### config.mk
export PLATFORM = sky130hd
export DESIGN_NAME = jstepclk
export DESIGN_NICKNAME = d
export VERILOG_FILES = /design/src/rtl/jstepclk.sv
export SDC_FILE = /design/constraint.sdc
export NUM_CORES = 1
export LEC_CHECK = 0
export ABC_CLOCK_PERIOD_IN_PS = 2120
export CAP_MARGIN = 15
export CORE_AREA = 2 2 39 41
export CTS_CLUSTER_SIZE = 40
export DETAILED_ROUTE_END_ITERATION = 6
export DIE_AREA = 0 0 41 43
export HOLD_SLACK_MARGIN = 0.12
export PLACE_DENSITY = 0.68
export SETUP_SLACK_MARGIN = 0.05
export SYNTH_ARGS = -nofsm -noshare
export SYNTH_HDL_FRONTEND = slang
export SYNTH_SLANG_ARGS = --single-unit
### constraint.sdc
create_clock -name clk -period 2.12 [get_ports clk]
set_clock_uncertainty 0.2 [all_clocks]
set_input_delay 0.636 -clock clk [delete_from_list [all_inputs] [get_ports clk]]
set_output_delay 0.636 -clock clk [all_outputs]
set_load 0.005 [all_outputs]
### src/rtl/jstepclk.sv
// jstepclk: four-phase CPU clock generator with one-hot stepper.
// Free-run, single-step and restart control; outputs decoded from state.
module jstepclk #(
  parameter  int NSTEPS = 6,
  parameter  int DIV    = 1,
  localparam int SW     = $clog2(NSTEPS),
  localparam int DW     = (DIV > 1) ? $clog2(DIV) : 1
) (
  input  logic             clk,
  input  logic             reset,
  input  logic             run,
  input  logic             step_req,
  input  logic             restart,
  output logic             wclk,
  output logic             wclkd,
  output logic             wclke,
  output logic             wclks,
  output logic [0:NSTEPS-1] bos,
  output logic [SW-1:0]    step_idx,
  output logic             wrap,
  output logic             busy
);

  logic [DW-1:0] div_cnt;
  logic [1:0]    phase;
  logic [SW-1:0] step;
  logic          pend;
  logic          single;
  logic          wrap_q;

  logic active;
  logic at_div;
  logic bnd;
  logic to_zero;

  // Activity, quarter-phase tick, cycle boundary and stepper wrap decision
  always_comb begin
    active  = run | single | (phase != 2'd0) | (div_cnt != '0);
    at_div  = (div_cnt == DW'(DIV - 1));
    bnd     = active & at_div & (phase == 2'd3);
    to_zero = pend | restart | (step == SW'(NSTEPS - 1));
  end

  // Divider, phase, stepper and control flags
  always_ff @(posedge clk) begin
    if (reset) begin
      div_cnt <= '0;
      phase   <= 2'd0;
      step    <= '0;
      pend    <= 1'b0;
      single  <= 1'b0;
      wrap_q  <= 1'b0;
    end else begin
      wrap_q <= 1'b0;
      if (active) begin
        if (at_div) begin
          div_cnt <= '0;
          phase   <= phase + 2'd1;
        end else begin
          div_cnt <= div_cnt + DW'(1);
        end
        if (bnd) begin
          step   <= to_zero ? '0 : step + SW'(1);
          wrap_q <= to_zero;
          pend   <= 1'b0;
          single <= 1'b0;
        end else if (restart) begin
          pend <= 1'b1;
        end
      end else begin
        if (restart)
          step <= '0;
        if (step_req && !run)
          single <= 1'b1;
      end
    end
  end

  // Clock window decode from phase
  always_comb begin
    wclk  = ~phase[1];
    wclkd = phase[1] ^ phase[0];
    wclke = (phase != 2'd3);
    wclks = (phase == 2'd1);
  end

  // One-hot stepper decode
  always_comb begin
    bos       = '0;
    bos[step] = 1'b1;
  end

  assign step_idx = step;
  assign wrap     = wrap_q;
  assign busy     = active;

endmodule

==> metrics.yaml <==
synth_area_um2: 483.0
syn_avg_cell_area_um2: 9.113
dpl.hpwl_um: 866.7
vias: 500
grt_pass1_vias: 437
initial_core_util_pct: 34.90
status: "finished clean"
worst_pin_slew_ns: 0.2050
ys_warn_count: 0
yosysSeqAreaShare_pct: 33.16
total_power_uw: 703.8
clk_pin_slew_ns: 0.06
rr_worst_depth: 8
clkPwrFrac_pct: 16.8
drt-wirelength-per-cell_um: 11.01
pwr_density_cell_mw_per_mm2: 881.6
htreeDepth: 1
drv_cap: 0
syn-num-nets: 64
crit_path_top_delay_cell: "dfxtp_2"
cts_buffer_depth: 2
grt_overflow: 0
cts.sinks: 8
min_from: "pend"
drt-total-wl_um: 1134
worst_hold_path.num_cells: 2
cp.arrival_ns: 1.19
synth_top_cell_by_area: "dfxtp_1"
internal-power_uw: 472.0
comb_power_share_pct: 54.4
netSwitchingFraction_pct: 32.93
stdcell_count: 103
pre_cts_slack_ns: -0.4824
cts_made_buffers: 3
drive_above_1_share_pct: 33.33
setup_viol: 0
gr-usage-all-layers_pct: 15.71
port_buffers: 19
synthCells: 53
yosysTopAreaCellShare_pct: 33.16
worstHoldPathType: "register to register"
period_share_pct: 95.63
slew_violations: 0
cts_root_buffer: "clkbuf_4"
syn_to_final_growth_pct: 65.29
p_leak_nw: 0.4060
n_antenna_cell: 0
ioPinCount: 20
hold_viol_final: 0
grt_pass1_wl_um: 1773
cpPeakStageDelay_ns: 0.33
end_kind: "primary output"
fin_ws_ns: 0.09268
pwr-share-seq_pct: 28.8
cp_max_fo: 2
antenna_left: 0
crit_start: "phase[0]"
synthTopCellsByArea: "dfxtp_1, ha_1, nor3_1, nand3b_1, nor3b_1"
die_h_um: 43
ys_seq_elements: 8
drt_iter0_drc: 6
core_mm2: 0.001384
antenna_found_initial: 0
ys_types: 21
power.switching_uw: 231.8
crit-reg2reg-launch: "phase[0]"
dp.cells: 96
vias_per_cell: 4.854
gp_congestion: 0.7135
fmax_ghz: 0.4933
drc: 0
cts_tree: "built"
dieArea_mm2: 0.001763
relSlewSlack_pct: 85.94
ir_worst_vdd_uv: 399.0
crit_type: "register to primary output"
cp.required_ns: 1.28
die_w_um: 41
insertion_delay_ns: 0.26
path_cells: "inv_2 > ha_1 > dlygate4sd2_1"
fin_crit_ns: 2.027
startpoint_type: "register"
grt_setup_unrepaired: "true"
layout.nets: 100
first_pass_iters: 4
rows: 14
grt_max_degree: 9
cell families after synthesis:
kind of cell | after synthesis | share of synthesized area (%)
AND/OR/NAND/NOR | 21 | 28.50
AO/OA/AOI/OAI | 8 | 12.18
buffers and inverters | 8 | 6.736
flip-flops | 8 | 33.16
adder cells (fa/ha/maj) | 6 | 15.54
XOR/XNOR | 1 | 1.814
multiplexers | 1 | 2.073
cell usage after synthesis:
library cell  n
buf_2         2
nor3b_4       1
nor3_1        5
a21oi_1       3
ha_1          6
inv_1         5
inv_2         1
dfxtp_1       8
a211o_1       2
nand2b_1      1
and3_1        2
nand2_1       2
nor2_1        2
nor2b_1       1
xnor2_1       1
mux2i_1       1
nand3b_1      3
a32o_1        2
a31oi_1       1
nor3b_1       3
and2_4        1
area by class of cell:
cell class / instances / area [um2]
clock buffer: 3 / 22.52
inverter: 6 / 22.52
tap: 16 / 20.02
sequential: 8 / 167.7
multi-input combinational: 37 / 290.3
timing repair buffer: 33 / 275.3
fill: 128 / 585.6
flip-flops by register name, summed over array words and instances, names as in the netlist:
register,cells
pend,1
step_idx,3
single,1
wrap,1
phase,2
worst max-delay path, delay by kind of cell, from the launching register on:
family	cells	cell delay [ns]
DFF	1	0.33
buffers and inverters	2	0.31
adders and majority gates	1	0.29
per-layer routing:
metal	up-vias	share of wire, %	global-route usage (%)	routed length [um]
li1	256	-	-	-
met1	226	44	17.21	497
met2	14	46	22.50	517
met3	4	7.3	6.806	83
met4	0	3.2	12.00	36
met5	-	0	0	0
cell usage in the layout (no fill, tap or decap), types with 4 or more instances in the layout:
cell and instances:
buf_4 14, nor3_1 5, ha_1 6, dlygate4sd2_1 8
clkdlybuf4s50_1 5, dfxtp_1 4
power by group through the flow:
stage	logic, mW	clock network [mW]	registers [mW]
final	0.383	0.118	0.203
after global placement	0.397	0	0.202
after detailed placement	0.399	0	0.203
after floorplan	0.176	0	0.210
after CTS	0.379	0.124	0.201
after global routing	0.417	0.131	0.208
what timing repair did:
| item | CTS | global route |
|---|---|---|
| resized for setup | 19 | 9 |
| setup buffers | 3 | 1 |
| hold buffers | 0 | 0 |
| pin swaps | 1 | 1 |
| setup endpoints to repair | 13 | 6 |
through the flow:
step | hold slack [ns] | util [%] | cell area (um2) | TNS [ns]
2_1_floorplan | 0.2647 | - | 483.0 | 0
3_3_place_gp | 0.3052 | 54.79 | 758.2 | -0.5366
3_5_place_dp | 0.3196 | 54.79 | 758.2 | -0.5868
4_1_cts | 0.3320 | 57.59 | 797.0 | -0.07716
5_1_grt | 0.3666 | 57.69 | 798.3 | 0
6_report | 0.3286 | 57.69 | 798.3 | 0
worst paths after layout:
path	end	slack (ns)
setup reg to reg	step_idx[0]	0.29
setup / recovery	wclkd	0.09
hold reg to reg	pend	0.33
hold / removal	pend	0.33
No activity file was read; power rests on OpenSTA's default activity.
==> variant: new RTL, same flow settings <==
The parameter `NSTEPS` goes from 6 to 5.
--- a/src/rtl/jstepclk.sv
+++ b/src/rtl/jstepclk.sv
@@ -3,3 +3,3 @@
 module jstepclk #(
-  parameter  int NSTEPS = 6,
+  parameter  int NSTEPS = 5,
   parameter  int DIV    = 1,
Ports: changed (resized bos); port bits go from 20 to 19. No check against the original RTL was run, so the function may have changed too.
==> variant against the unedited design <==
  * Sequential share of layout area up 1.5 points
  * Sequential cell count unchanged
  * Clock power up 6%
  * Global-route usage grew 0.32 points
  * Via count shrank 5.4%
  * Power rose by 1.5%
  * Setup slack got worse by 0.0087 ns
  * Critical path depth is the same
  * Routed wire length fell by 4.9%
  * Design area fell by 4.4%
  * Cell count down 5.8%
  * Worst hold slack got worse by 0.020 ns
  * Area after synthesis down 0.78%
==> variant: results (changes against the unedited design) <==
** Global route
- Pin count of the biggest net entering global routing :: 12 (+3)
- Via count of the first global-routing pass :: 446 (+2.1%)

** Pwr
- Leakage component of the power :: 0.341 nW (-16%)
- The internal cell power came to 0.474 mW (+0.32%).
- Combinational gate power :: 0.389 mW (+2%)

** Placed design
- Input/output buffers :: 18 (-1)
- Placement-stage worst setup slack :: -0.502 ns (-0.0201 ns)
- Cell area after placement :: 727 µm² (-4.1%)
- HPWL after detailed placement :: 865 µm (-0.22%)

** Yosys
- Multiplexer share of the synthesized area :: 0% (-2.1 points)
- The post-synthesis xor/xnor area fraction was 1.83% (+0.014 points).
- Seq/Total Area, Yosys :: 33.4% (+0.26 points)
- The count of cell types in the netlist is 23 (+9.5%).
- Leading cell types by count after synthesis :: sky130_fd_sc_hd__dfxtp_1 (8), sky130_fd_sc_hd__ha_1 (6), sky130_fd_sc_hd__inv_1 (6), sky130_fd_sc_hd__nand2_1 (5)
- Compound-gate portion of the synthesized area :: 18.8% (+6.6 points)
- Ranking of synthesized cells by area :: sky130_fd_sc_hd__dfxtp_1 (33%), sky130_fd_sc_hd__ha_1 (16%), sky130_fd_sc_hd__inv_1 (4.7%)

** Run status
- The flow ran to the end, and the final reports show no timing, DRC or antenna violations.

** Final layout
- Count of inverters other than clock inverters in the layout :: 7 (+1)
- Non-clock buffers :: 26 (-21%)
- Relative to the synthesized area, the layout overhead comes to 59.3%.
- The fraction of final layout cells sized beyond drive strength 1 was 29.6% (-3.7 points).
- Layout net count :: 94 (-6.0%)
- Signal buf overhead :: 30.2% (-4.3 points)
- Fraction of area in clock buffers and inverters :: 2.95% (+0.13 points)

** Worst setup path
- Slowest stage cell on the critical path :: sky130_fd_sc_hd__dfxtp_1
- R2r startpoint :: step_idx[0]
- The number of cells traversed by the worst register-to-register path came to 5 (-3).

** STA
- The worst max-slew margin expressed relative to the limit is 76.9% (-9.0 points).
- The worst hold slack across all endpoints is 0.309 ns (-0.0197 ns).

** Routing
- The wire length after detailed routing is 1080 µm (-4.9%).
- The violation count after the first detailed-routing iteration came to 7 (+1).
- The wire length per cell came to 11.1 µm (+0.94%).
[variant: worst max path at each step]
| stage | start | cells past startpoint | slack [ns] | endpoint |
|---|---|---|---|---|
| after global placement | run | 4 | -0.49 | busy |
| final | phase[0] | 3 | 0.08 | wclkd |
| after detailed placement | run | 4 | -0.50 | busy |
| after CTS | run | 4 | -0.02 | busy |
| after global routing | run | 4 | 0.05 | busy |
| after floorplan | run | 2 | 0.31 | busy |
[variant: timing repair]
action | CTS | global route
endpoints found under the setup margin | 10 | 5
pin swaps | 1 | 2
cloned | 0 | 0
resized for setup | 22 | 5
setup buffers | 0 | 1
[variant: per-layer routing]
layer | up-vias | global-route usage [%] | part of all wire [%] | routed length (µm)
met1 | 204 | 19.9 | 45 | 485
met4 | 0 | 12.0 | 3.7 | 40
met3 | 5 | 3.14 | 6.0 | 65
met5 | - | 0 | 0 | 0
li1 | 246 | - | - | -
met2 | 18 | 23.1 | 45 | 486
